File: config.mk
export PLATFORM = sky130hd
export DESIGN_NAME = startup_sequencer_flat
export DESIGN_NICKNAME = d
export VERILOG_FILES = /design/src/rtl/startup_sequencer_if.sv /design/src/rtl/startup_sequencer.sv /design/src/flat_wrapper.sv
export SDC_FILE = /design/constraint.sdc
export NUM_CORES = 1
export LEC_CHECK = 0
export ABC_AREA = 1
export BUFFER_PORTS_ARGS = -buffer_cell sky130_fd_sc_hd__clkbuf_2
export CAP_MARGIN = 20
export CORE_MARGIN = 2
export CORE_UTILIZATION = 63
export CTS_BUF_LIST = sky130_fd_sc_hd__clkbuf_8
export CTS_CLUSTER_SIZE = 30
export DETAILED_ROUTE_END_ITERATION = 10
export PLACE_DENSITY_LB_ADDON = 0.3
export SYNTH_ARGS = -nofsm -noshare
export SYNTH_HDL_FRONTEND = slang
export SYNTH_SLANG_ARGS = --single-unit
File: constraint.sdc
create_clock -name clk -period 3.7 [get_ports clk]
set_clock_uncertainty 0.1 [all_clocks]
set_input_delay 0.185 -clock clk [delete_from_list [all_inputs] [get_ports clk]]
set_output_delay 0.185 -clock clk [all_outputs]
set_load 0.03 [all_outputs]
File: src/rtl/startup_sequencer_if.sv
// Signal bundle between the startup sequencer and the Virtex-4 startup primitive.
// The sequencer drives the primitive's control inputs and receives its EOS output.
interface startup_sequencer_if;
  logic gsr;
  logic gts;
  logic usrdoneo;
  logic usrdonets;
  logic usrcclko;
  logic usrcclkts;
  logic eos;

  modport master (
    output gsr, gts, usrdoneo, usrdonets, usrcclko, usrcclkts,
    input  eos
  );

  modport slave (
    input  gsr, gts, usrdoneo, usrdonets, usrcclko, usrcclkts,
    output eos
  );
endinterface

File: src/rtl/startup_sequencer.sv
// Power-up sequencer: releases GSR, then GTS, waits for EOS, then drives user DONE
// and an optional divided user CCLK. All outputs are registered from the next state.
module startup_sequencer #(
  parameter int unsigned GSR_CYCLES  = 16,
  parameter int unsigned GTS_DELAY   = 8,
  parameter int unsigned DONE_DELAY  = 4,
  parameter int unsigned EOS_TIMEOUT = 1024,
  parameter int unsigned CCLK_DIV    = 4
) (
  input  logic                clk,
  input  logic                rst,
  input  logic                start,
  input  logic                cclk_en,
  startup_sequencer_if.master prim,
  output logic                ready,
  output logic                error,
  output logic [2:0]          state
);

  typedef enum logic [2:0] {
    IDLE        = 3'd0,
    ASSERT_GSR  = 3'd1,
    RELEASE_GTS = 3'd2,
    WAIT_EOS    = 3'd3,
    DONE_DLY    = 3'd4,
    RUN         = 3'd5,
    FAULT       = 3'd6
  } state_t;

  localparam logic [15:0] GSR_LOAD  = 16'(GSR_CYCLES - 1);
  localparam logic [15:0] GTS_LOAD  = 16'(GTS_DELAY - 1);
  localparam logic [15:0] DONE_LOAD = 16'(DONE_DELAY - 1);
  localparam logic [15:0] EOS_LOAD  = 16'(EOS_TIMEOUT - 1);
  localparam logic [7:0]  CCLK_LAST = 8'(CCLK_DIV - 1);

  state_t      state_q, state_n;
  logic [15:0] cnt_q, cnt_n;
  logic [7:0]  div_q, div_n;
  logic        eos_meta, eos_sync;

  logic gsr_q, gsr_n;
  logic gts_q, gts_n;
  logic done_q, done_n;
  logic done_ts_q, done_ts_n;
  logic cclk_q, cclk_n;
  logic cclk_ts_q, cclk_ts_n;
  logic ready_q, ready_n;
  logic error_q, error_n;

  // NOTE: every signal assigned in always_comb gets a default first, so no path
  // through the case statements can leave it unassigned and infer a latch.
  always_comb begin
    state_n = state_q;
    cnt_n   = cnt_q;

    case (state_q)
      IDLE, FAULT: begin
        if (start) begin
          state_n = ASSERT_GSR;
          cnt_n   = GSR_LOAD;
        end
      end
      ASSERT_GSR: begin
        if (cnt_q == 16'd0) begin
          state_n = RELEASE_GTS;
          cnt_n   = GTS_LOAD;
        end else begin
          cnt_n = cnt_q - 16'd1;
        end
      end
      RELEASE_GTS: begin
        if (cnt_q == 16'd0) begin
          state_n = WAIT_EOS;
          cnt_n   = EOS_LOAD;
        end else begin
          cnt_n = cnt_q - 16'd1;
        end
      end
      WAIT_EOS: begin
        // EOS takes priority over an expiring timeout on the same cycle.
        if (eos_sync) begin
          state_n = DONE_DLY;
          cnt_n   = DONE_LOAD;
        end else if (cnt_q == 16'd0) begin
          state_n = FAULT;
        end else begin
          cnt_n = cnt_q - 16'd1;
        end
      end
      DONE_DLY: begin
        if (!eos_sync) begin
          state_n = FAULT;
        end else if (cnt_q == 16'd0) begin
          state_n = RUN;
        end else begin
          cnt_n = cnt_q - 16'd1;
        end
      end
      RUN: begin
        if (!eos_sync) state_n = FAULT;
      end
      default: begin
        state_n = IDLE;
        cnt_n   = 16'd0;
      end
    endcase

    gsr_n     = 1'b1;
    gts_n     = 1'b1;
    done_n    = 1'b0;
    done_ts_n = 1'b1;
    ready_n   = 1'b0;
    error_n   = 1'b0;

    case (state_n)
      RELEASE_GTS: gsr_n = 1'b0;
      WAIT_EOS, DONE_DLY: begin
        gsr_n = 1'b0;
        gts_n = 1'b0;
      end
      RUN: begin
        gsr_n     = 1'b0;
        gts_n     = 1'b0;
        done_n    = 1'b1;
        done_ts_n = 1'b0;
        ready_n   = 1'b1;
      end
      FAULT: begin
        gsr_n   = gsr_q;
        gts_n   = gts_q;
        error_n = 1'b1;
      end
      default: ;
    endcase

    // The divider only starts counting once the clock is already driven, so the
    // first half-period after enabling is a full CCLK_DIV cycles long.
    cclk_n    = 1'b0;
    cclk_ts_n = 1'b1;
    div_n     = 8'd0;
    if (state_n == RUN && cclk_en) begin
      cclk_ts_n = 1'b0;
      if (!cclk_ts_q) begin
        if (div_q == CCLK_LAST) begin
          cclk_n = ~cclk_q;
          div_n  = 8'd0;
        end else begin
          cclk_n = cclk_q;
          div_n  = div_q + 8'd1;
        end
      end
    end
  end

  // NOTE: sequential state uses non-blocking assignments so every register
  // samples the pre-edge values regardless of statement order.
  always_ff @(posedge clk) begin
    if (rst) begin
      state_q   <= IDLE;
      cnt_q     <= 16'd0;
      div_q     <= 8'd0;
      eos_meta  <= 1'b0;
      eos_sync  <= 1'b0;
      gsr_q     <= 1'b1;
      gts_q     <= 1'b1;
      done_q    <= 1'b0;
      done_ts_q <= 1'b1;
      cclk_q    <= 1'b0;
      cclk_ts_q <= 1'b1;
      ready_q   <= 1'b0;
      error_q   <= 1'b0;
    end else begin
      state_q   <= state_n;
      cnt_q     <= cnt_n;
      div_q     <= div_n;
      eos_meta  <= prim.eos;
      eos_sync  <= eos_meta;
      gsr_q     <= gsr_n;
      gts_q     <= gts_n;
      done_q    <= done_n;
      done_ts_q <= done_ts_n;
      cclk_q    <= cclk_n;
      cclk_ts_q <= cclk_ts_n;
      ready_q   <= ready_n;
      error_q   <= error_n;
    end
  end

  assign prim.gsr       = gsr_q;
  assign prim.gts       = gts_q;
  assign prim.usrdoneo  = done_q;
  assign prim.usrdonets = done_ts_q;
  assign prim.usrcclko  = cclk_q;
  assign prim.usrcclkts = cclk_ts_q;
  assign ready          = ready_q;
  assign error          = error_q;
  assign state          = state_q;

endmodule
File: src/flat_wrapper.sv
// flat-port wrapper written by rule: the top's interface ports become plain ports
module startup_sequencer_flat 
#(
  parameter int unsigned GSR_CYCLES  = 16,
  parameter int unsigned GTS_DELAY   = 8,
  parameter int unsigned DONE_DELAY  = 4,
  parameter int unsigned EOS_TIMEOUT = 1024,
  parameter int unsigned CCLK_DIV    = 4
)
  (clk, rst, start, cclk_en, ready, error, state, prim_gsr, prim_gts, prim_usrdoneo, prim_usrdonets, prim_usrcclko, prim_usrcclkts, prim_eos);
  startup_sequencer_if prim_i ();
  input  logic clk;
  input  logic rst;
  input  logic start;
  input  logic cclk_en;
  output logic ready;
  output logic error;
  output logic [2:0] state;
  output wire logic [$bits(prim_i.gsr)-1:0] prim_gsr;
  output wire logic [$bits(prim_i.gts)-1:0] prim_gts;
  output wire logic [$bits(prim_i.usrdoneo)-1:0] prim_usrdoneo;
  output wire logic [$bits(prim_i.usrdonets)-1:0] prim_usrdonets;
  output wire logic [$bits(prim_i.usrcclko)-1:0] prim_usrcclko;
  output wire logic [$bits(prim_i.usrcclkts)-1:0] prim_usrcclkts;
  input wire logic [$bits(prim_i.eos)-1:0] prim_eos;
  assign prim_gsr = prim_i.gsr;
  assign prim_gts = prim_i.gts;
  assign prim_usrdoneo = prim_i.usrdoneo;
  assign prim_usrdonets = prim_i.usrdonets;
  assign prim_usrcclko = prim_i.usrcclko;
  assign prim_usrcclkts = prim_i.usrcclkts;
  assign prim_i.eos = prim_eos;
  startup_sequencer #(.GSR_CYCLES(GSR_CYCLES), .GTS_DELAY(GTS_DELAY), .DONE_DELAY(DONE_DELAY), .EOS_TIMEOUT(EOS_TIMEOUT), .CCLK_DIV(CCLK_DIV)) u_core (.clk(clk), .rst(rst), .start(start), .cclk_en(cclk_en), .prim(prim_i), .ready(ready), .error(error), .state(state));
endmodule
* Yosys cells after proc, flatten, opt, wreduce, memory -nomap -nowiden
Cells that the tools add are included.
** Cells by class
- Shifts and indexed selects :: 0
- Add/subtract/negate cells :: 2
- Order comparisons :: 0
- Mux-type cells :: 22
- Bitwise logic cells :: 3
- Div/mod/pow operators :: 0
- $mul :: 0
- Equal/unequal tests :: 14
- Reductions and logical operators :: 9
** Operator list (number)
- $mux W16 :: 6
- $pmux W16 S6 :: 1
- $mux W3 :: 8
- $eq A3 B3 Y1 const B :: 6
- $pmux W3 S6 :: 1
- $logic_not A16 Y1 :: 1
- $sub A16 B1 Y16 const B :: 1
- $eq A3 B2 Y1 const B :: 4
- $add A8 B1 Y8 const B :: 1
- $eq A8 B2 Y1 const B :: 1
- $reduce_or A4 Y1 :: 2
- $reduce_or A3 Y1 :: 2
- $mux W1 :: 4
- $pmux W1 S2 :: 2
- $eq A3 B1 Y1 const B :: 1
- $logic_not A3 Y1 :: 1
- $not A1 Y1 :: 3
- $reduce_and A3 Y1 :: 1
- $ne A2 B1 Y1 const B :: 1
- $ne A2 B2 Y1 const B :: 1
- $reduce_or A2 Y1 :: 1
- $logic_and A1 B1 Y1 :: 1
** Word-level totals
- Logic and storage cells :: 62
- Latch bits :: 0
- Memories kept :: 0
- Input port bits :: 5
- Memory bits (writable) :: 0
- Register bits after elaboration :: 36
- Output and inout port bits :: 11
- Bits in read-only memories :: 0

* Logic depth before layout (Yosys ltp)
Gate-level depths: netlist of the first run.
- Depth in word-level cells :: 8
- Depth in mapped cells :: 12
- Mapped depth without buffers :: 12

* Least setup slack after synthesis of the first run
OpenSTA, ideal clock, no wires.
- Path kind :: register -> register
- Start :: reg u_core.state_q[1], in the netlist u_core.state[1]
- End :: reg u_core.cnt_q[9]
- Setup time :: 68 ps
- Clock period less this slack :: 1844 ps
- Path buffers :: 1
- Arrival time :: 1675 ps
- Cell stages (with the launch flop) :: 11
- Setup slack :: 1856 ps
- Data required time :: 3532 ps
- Cell sequence :: dfxtp_1 > buf_2 > nor2_2 > nand2_2 > inv_2 > a21oi_2 > nand2_4 > a21oi_2 > and2_4 > nand2_2 > a21oi_2
** On the way
- Longest elaborated chain between the ends :: 4
- Elaborated cells on any way between the ends :: 13
- Those cells by class :: eq/ne (8); mux (1); bitwise (1); reduce/logical (3)
** Ends and longest elaborated chain
- start, declared :: line startup_sequencer.sv:36 : state_t state_q, state_n;
- start signal, assigned :: line startup_sequencer.sv:173 : state_q <= state_n;
- $eq A3 B3 Y1 or $logic_not A3 Y1 (tied branches) :: line startup_sequencer.sv:56 : case (state_q)
- $reduce_or A2 Y1 :: line startup_sequencer.sv:56
- $ne A2 B2 Y1 (no line)
- $reduce_and A3 Y1 (no line)
- end signal, assigned :: line startup_sequencer.sv:174 : cnt_q <= cnt_n;
- end, declared :: line startup_sequencer.sv:37 : logic [15:0] cnt_q, cnt_n;
Parallel ways exist; a longest one is shown, timed or not.
A chain may end at the register's enable or synchronous reset.

* Worst setup path in the final report of the first run
- Start :: reg u_core.cnt_q[0]
- End :: reg u_core.div_q[6]
** On the way
- Longest elaborated chain between the ends :: 8
- Elaborated cells on any way between the ends :: 12
- Those cells by class :: eq/ne (1); mux (7); bitwise (1); reduce/logical (3)
** Ends and longest elaborated chain
- $logic_not A16 Y1 *
- $mux W3, on equally long branches :: line startup_sequencer.sv:93, startup_sequencer.sv:84
- $mux W3, on equally long branches :: line startup_sequencer.sv:91, startup_sequencer.sv:81
- $pmux W3 S6 * :: line startup_sequencer.sv:56
- $eq A3 B3 Y1 * :: line startup_sequencer.sv:141 : if (state_n == RUN && cclk_en) begin
- $logic_and A1 B1 Y1 * :: line startup_sequencer.sv:141
- $not A1 Y1 (no line) *
- $reduce_or A4 Y1 (no line) *
- end signal, assigned :: line startup_sequencer.sv:175 : div_q <= div_n;
- end, declared :: line startup_sequencer.sv:38 : logic [7:0] div_q, div_n;
Every way passes the cells marked *; elsewhere a longest branch is shown, timed or not.

==> impl_metrics.json, run 1 <==
{
  "io_pins": 16,
  "power_mw": 2.21,
  "synth.area.top_cells": "dfxtp_1 (35%), nand2_1 (14%), nor2_1 (7.3%)",
  "die_y_um": 61.0,
  "vias": 1929,
  "hpwl_um": 3170,
  "synth_nets": 307,
  "reg2regPathDepth": 10,
  "yosysSeqAreaShare_pct": 35.2,
  "initial_core_util_pct": 66.5,
  "clkLatencyLatePin_ns": 0.29,
  "wl_per_cell_um": 11.9,
  "worstHoldPathCells": 5,
  "num_rows": 20,
  "p_per_area_nw_per_um2": 976,
  "setup_ws_ns": 1.61,
  "antenna_found_initial": 0,
  "grt_pass1_wl_um": 7180,
  "final_util_pct": 73.7,
  "post_cts_resize_count": 0,
  "critPathMaxFanout": 9,
  "viasPerCell": 5.33,
  "cp_common_cell": "nand2_1",
  "drive_gt1_share_pct": 17.0,
  "syn_area_um2": 2050,
  "slowest_stage": "dfxtp_1",
  "yosys-top-cells-count": "nand2_1 (75), nor2_1 (40), dfxtp_1 (36)",
  "synth_cell_type_count": 30,
  "numCtsBuffers": 5,
  "worstSetupEndpointType": "flop",
  "max_freq_ghz": 0.478,
  "grt_pass1_vias": 1676,
  "cp_cell_sequence": "inv_1 -> ha_1 -> nand3_2 -> nor2_2 -> nand2_1 -> nand2_1 -> nand3_1 -> nand2_1 -> nand4_4 -> nor3_1",
  "wl_um": 4300,
  "post-route-drc-count": 0,
  "synth.top_cell.area_share_pct": 35.2,
  "synth_edf_count": 0,
  "yosys_warnings": 0,
  "area_delta_synth_final_pct": 10.8,
  "antennaDiodeCount": 0,
  "coreArea_um2": 3080,
  "arrival_ns": 2.20,
  "maxSlewHeadroom_pct": 44.3,
  "rsz0062_at_grt": "false",
  "antenna_left": 0,
  "hp-class": "input pin to flop",
  "drv_cap": 0,
  "clockBufferDepth": 2,
  "worstSetupStartpointType": "flop",
  "period_share_pct": 56.5,
  "worstSetupPathType": "flop to flop",
  "grt-ovfl-total": 0,
  "drt_iter0_drc": 102,
  "peakVddDrop_mv": 0.690,
  "setup_viol": 0,
  "dieArea_um2": 3720,
  "dr.pass1.iters": 4,
  "worst_pin_slew_ns": 0.829,
  "clock_sinks": 36,
  "cp_num_buf_inv": 1,
  "clkTransAtPathRegs_ns": 0.07,
  "post-place-ws_ns": 1.59,
  "chipWidth_um": 61.0,
  "root_buffer": "clkbuf_8",
  "syn-instance-count": 299,
  "outcome": "completed",
  "synth.most_common_cell": "nand2_1",
  "ys.flop_type": "dfxtp_1",
  "hold_viol_final": 0,
  "synth.largest_area_cell": "dfxtp_1",
  "htreeDepth": 2,
  "slew_violations": 0,
  "numPortBuffers": 15,
  "track_usage_pct": 26.3,
  "min_period_ns": 2.09,
  "place.gp.congestion": 0.962,
  "post_cts_buffers": 0,
  "setup_tns_ns": 0,
  "cts_tree": "done",
  "path_depth": 10,
  "async_reset_ff_share_pct": 0,
  "fin_nets": 326,
  "cpPeakStageDelay_ns": 0.35,
  "cp_top_family": "simple AND/OR/NAND/NOR gates",
  "ys_ff_latch": 36,
  "synth.avg_cell_area_um2": 6.84,
  "crit_required_ns": 3.81,
  "grt_max_degree": 23,
  "p_leak_nw": 1.04
}
==> repair_timing <==
| item | 4_1_cts | 5_1_grt |
|---|---|---|
| endpoints found under the setup margin | 0 | 0 |
| endpoints found under the hold margin | 2 | 0 |
| hold buffers | 2 | 0 |
==> where the power goes <==
part           switching (mW)  internal (mW)  total (mW)
logic                   0.891          0.449        1.34
registers              0.0986          0.476       0.574
clock network           0.133          0.166       0.299
total                    1.12           1.09        2.21
==> state kept, by name (all words and copies together) (netlist names) <==
name	count
u_core.prim.usrdoneo	1
u_core.prim.usrcclko	1
u_core.prim.usrcclkts	1
u_core.div_q	8
u_core.cnt_q	16
u_core.prim.usrdonets	1
u_core.eos_meta	1
u_core.eos_sync	1
u_core.state	3
u_core.prim.gts	1
u_core.prim.gsr	1
u_core.error	1
==> worst paths after layout <==
path                   startpoint  slack (ns)              end
setup / recovery  u_core.cnt_q[0]        1.61  u_core.div_q[6]
hold / removal              start        0.21  u_core.state[0]
setup reg to reg  u_core.cnt_q[0]        1.61  u_core.div_q[6]
hold reg to reg   u_core.eos_meta        0.30  u_core.eos_sync
==> per-stage QoR <==
| step | hold slack, ns | cell area, µm² | cells |
|---|---|---|---|
| after CTS | 0.198 | 2270 | 362 |
| after global placement | 0.278 | 2150 | 353 |
| after detailed placement | 0.282 | 2150 | 353 |
| final | 0.213 | 2270 | 362 |
| after floorplan | 0.154 | 2050 | 299 |
| after global routing | 0.236 | 2270 | 362 |
==> cell usage in the layout (no fill, tap or decap), types with 5 or more instances in the layout <==
master	synthesis	final
a21oi_2	7	7
clkbuf_8	0	7
dfxtp_1	36	36
nor3_1	14	14
inv_1	29	29
a21oi_1	15	15
nor2_1	40	40
nand3_1	20	20
clkbuf_2	0	15
nand2_2	7	7
nor2_2	6	6
nand4_1	5	5
nand2_1	75	75
xor2_1	12	12
==> per-layer routing <==
| layer | vias up | track usage [%] | part of all wire [%] |
|---|---|---|---|
| met1 | 862 | 33.9 | 47 |
| li1 | 1000 | - | - |
| met5 | - | 0 | 0 |
| met4 | 0 | 9.94 | 2.0 |
| met3 | 9 | 6.40 | 5.1 |
| met2 | 58 | 42.7 | 45 |
==> final cells by class <==
type / instances / area (µm²)
inverter: 33 / 124
sequential: 36 / 721
tap: 44 / 55.1
fill: 266 / 811
timing repair buffer: 17 / 95.1
clock buffer: 7 / 96.3
multi-input combinational: 225 / 1180
==> tightest hold or removal path, stage by stage <==
cell and delay [ns]:
clkbuf_2 0.09, nand2_1 0.05, nand2_1 0.08, a21oi_1 0.06, a21oi_1 0.11
==> logic make-up (layout without fill, tap and decap cells) <==
| family | count (synthesis) | in the layout | synth area share [%] |
|---|---|---|---|
| compound gates | 34 | 34 | 10.6 |
| xor+xnor | 15 | 15 | 6.42 |
| fa+ha+maj | 3 | 3 | 1.84 |
| buf+inv | 38 | 57 | 7.28 |
| flops | 36 | 36 | 35.2 |
| simple gates | 173 | 173 | 38.6 |
Power figures use the tool's default switching activity.
==> run 2, diff against run 1 <==
--- a/config.mk
+++ b/config.mk
@@ -9,7 +9,7 @@
 export BUFFER_PORTS_ARGS = -buffer_cell sky130_fd_sc_hd__clkbuf_2
 export CAP_MARGIN = 20
 export CORE_MARGIN = 2
-export CORE_UTILIZATION = 63
+export CORE_UTILIZATION = 56
 export CTS_BUF_LIST = sky130_fd_sc_hd__clkbuf_8
 export CTS_CLUSTER_SIZE = 30
 export DETAILED_ROUTE_END_ITERATION = 10
==> constraint.sdc (replaced) <==
create_clock -name clk -period 1.9 [get_ports clk]
set_clock_uncertainty 0.1 [all_clocks]
set_input_delay 0.095 -clock clk [delete_from_list [all_inputs] [get_ports clk]]
set_output_delay 0.095 -clock clk [all_outputs]
set_load 0.03 [all_outputs]
==> run 2 against run 1 <==
Net effect: first-iteration DRC count increased to 2.7 times the previous value; maximum frequency grew 17%; sequential power grew 100%; cell area up 11%; sequential cell count unchanged; critical path depth shrank 1; routed wire length up 16%; clock power grew 130%; sequential share of layout area down 3.0 points; combinational power is 130% higher; cell count is 5.0% higher; critical endpoint is now u_core.cnt_q[0]; largest cell class unchanged; largest power group unchanged; highest routed layer unchanged.
==> impl_metrics.json, run 2 (synthesis gave the netlist of run 1 again) <==
{
  "outcome": "completed",
  "path_depth": 9,
  "place.gp.congestion": 1.04,
  "clockPowerShare_pct": 13.6,
  "worstSetupPathType": "flop to flop",
  "dieArea_um2": 4150,
  "stdcell_area_um2": 2520,
  "mostFrequentLayoutCells": "nand2_1 (71), nor2_1 (36), dfxtp_1 (33), inv_1 (27), nand3_1 (20)",
  "grt_max_degree": 22,
  "cp_num_buf_inv": 0,
  "peakVddDrop_mv": 0.945,
  "htreeDepth": 2,
  "cp_top_family": "simple AND/OR/NAND/NOR gates",
  "cp_cell_sequence": "nor2_4 -> nand3_1 -> nor2_1 -> nand2_2 -> ha_1 -> nand2_1 -> o211ai_1 -> nand2_1 -> a21oi_1",
  "max_freq_ghz": 0.558,
  "p_per_area_nw_per_um2": 1970,
  "die_y_um": 64.4,
  "track_usage_pct": 24.6,
  "antenna_left": 0,
  "numPortBuffers": 15,
  "worstSetupEndpointType": "flop",
  "drv_cap": 0,
  "arrival_ns": 1.92,
  "cp_common_cell": "nand2_1",
  "place_area_um2": 2240,
  "io_pins": 16,
  "power_mw": 4.97,
  "regMostFlops": "u_core.cnt_q",
  "viasPerCell": 5.56,
  "hold_viol_final": 0,
  "setup_ws_ns": 0.107,
  "setup_viol": 0,
  "num_rows": 21,
  "vias": 2111,
  "fin_nets": 341,
  "layoutNonFillerInstCount": 380,
  "area_delta_synth_final_pct": 23.2,
  "post-place-ws_ns": 0.00598,
  "dr.pass1.iters": 5,
  "cpPeakStageDelay_ns": 0.38,
  "combinationalPowerShare_pct": 63.2,
  "reg2reg_slack_ns": 0.11,
  "dp.cells": 367,
  "swShare_pct": 49.9,
  "cts_tree": "done",
  "register_area_um2": 724,
  "hpwl_um": 3370,
  "routedLengthMet1_um": 2250,
  "p_leak_nw": 1.13,
  "layout_commonest_cell": "nand2_1",
  "drive_gt1_share_pct": 28.4,
  "wl_um": 4990,
  "grt_pass1_wl_um": 8110,
  "antenna_found_initial": 0,
  "worst_pin_slew_ns": 0.439,
  "root_buffer": "clkbuf_8",
  "wl_met3_um": 309,
  "min_period_ns": 1.79,
  "maxSlewHeadroom_pct": 70.5,
  "worstSetupStartpointType": "flop",
  "internal_power_mw": 2.49,
  "antennaDiodeCount": 0,
  "post-route-drc-count": 0,
  "wl_per_cell_um": 13.1,
  "numCtsBuffers": 5,
  "slew_violations": 0,
  "multi_input_area_um2": 1300,
  "worstReg2RegStart": "u_core.cnt_q[10]",
  "clockBufferDepth": 2,
  "slowest_stage": "dfxtp_1",
  "crit_start": "u_core.cnt_q[10]",
  "hp-class": "input pin to flop",
  "worst_r2r_endpoint": "u_core.cnt_q[0]",
  "grt_pass1_vias": 1875,
  "clkTransAtPathRegs_ns": 0.08,
  "initial_core_util_pct": 59.9,
  "critPathMaxFanout": 5,
  "met2_length_um": 2350,
  "coreArea_um2": 3420,
  "clock_sinks": 36,
  "crit_required_ns": 2.03,
  "drt_iter0_drc": 272,
  "switchingPower_mw": 2.48,
  "seqPwrFrac_pct": 23.2,
  "period_share_pct": 94.4,
  "chipWidth_um": 64.4,
  "clkLatencyLatePin_ns": 0.30,
  "nFillCells": 247,
  "grt-ovfl-total": 0,
  "setup.worst_path.end": "u_core.cnt_q[0]",
  "top_layer": "met4",
  "largest_register_ffs": 16,
  "reg2regPathDepth": 9
}
[run 2: cell count changes in the layout (fill, tap and decap cells not counted), sizes merged]
cell / delta
bufinv: +1
nand4: +1
clkinv: +1
buf: +14
clkinvlp: +1
clkbuf: -2
[run 2: layout make-up]
class	count	area share (%)
sequential	36	28.7
inverter	33	4.92
clock inverter	3	1.69
clock buffer	5	2.73
multi-input combinational	226	51.7
tap	46	2.28
timing repair buffer	31	7.94
[run 2: metal layers]
layer  up-vias  global-route usage [%]
li1       1028                       -
met1       984                    33.2
met2        89                    38.4
met3        10                    4.86
met4         0                    10.6
met5         -                       0
[run 2: worst register-to-register path, stage by stage, from the launching register on]
cell and delay, ns:
dfxtp_1 0.38, nor2_4 0.18, nand3_1 0.12, nor2_1 0.20
nand2_2 0.12, ha_1 0.31, nand2_1 0.06, o211ai_1 0.09
nand2_1 0.07, a21oi_1 0.12
[run 2: power groups by stage]
stage | sequential, mW | combinational (mW) | clock (mW)
2_1_floorplan | 1.15 | 2.06 | 0
3_3_place_gp | 1.13 | 2.72 | 0
3_5_place_dp | 1.13 | 2.75 | 0
4_1_cts | 1.12 | 2.81 | 0.684
5_1_grt | 1.17 | 3.47 | 0.707
6_report | 1.15 | 3.14 | 0.678
[run 2: through the flow]
step                      util, %  TNS [ns]  hold slack (ns)
after global routing         73.8   -0.0761           0.0894
after CTS                    69.7         0          0.00619
final                        73.8         0           0.0467
after floorplan                 -         0           0.0637
after global placement       65.7         0            0.190
after detailed placement     65.7         0            0.193
[run 2: worst min path at each step]
stage	startpoint	end	slack [ns]	cells after the start
floorplan	cclk_en	u_core.prim.usrcclkts	0.06	1
global placement	prim_eos	u_core.eos_meta	0.19	3
detailed placement	prim_eos	u_core.eos_meta	0.19	3
CTS	rst	u_core.prim.gsr	0.006	3
global route	rst	u_core.prim.gsr	0.09	3
finish	rst	u_core.prim.gsr	0.05	3
[run 2: what timing repair did]
action,4_1_cts,5_1_grt
cloned,0,1
setup buffers,0,2
pin swaps,0,5
hold buffers,2,0
gates resized for setup,2,29
endpoints found under the setup margin,3,25
hold endpoints to repair,2,0
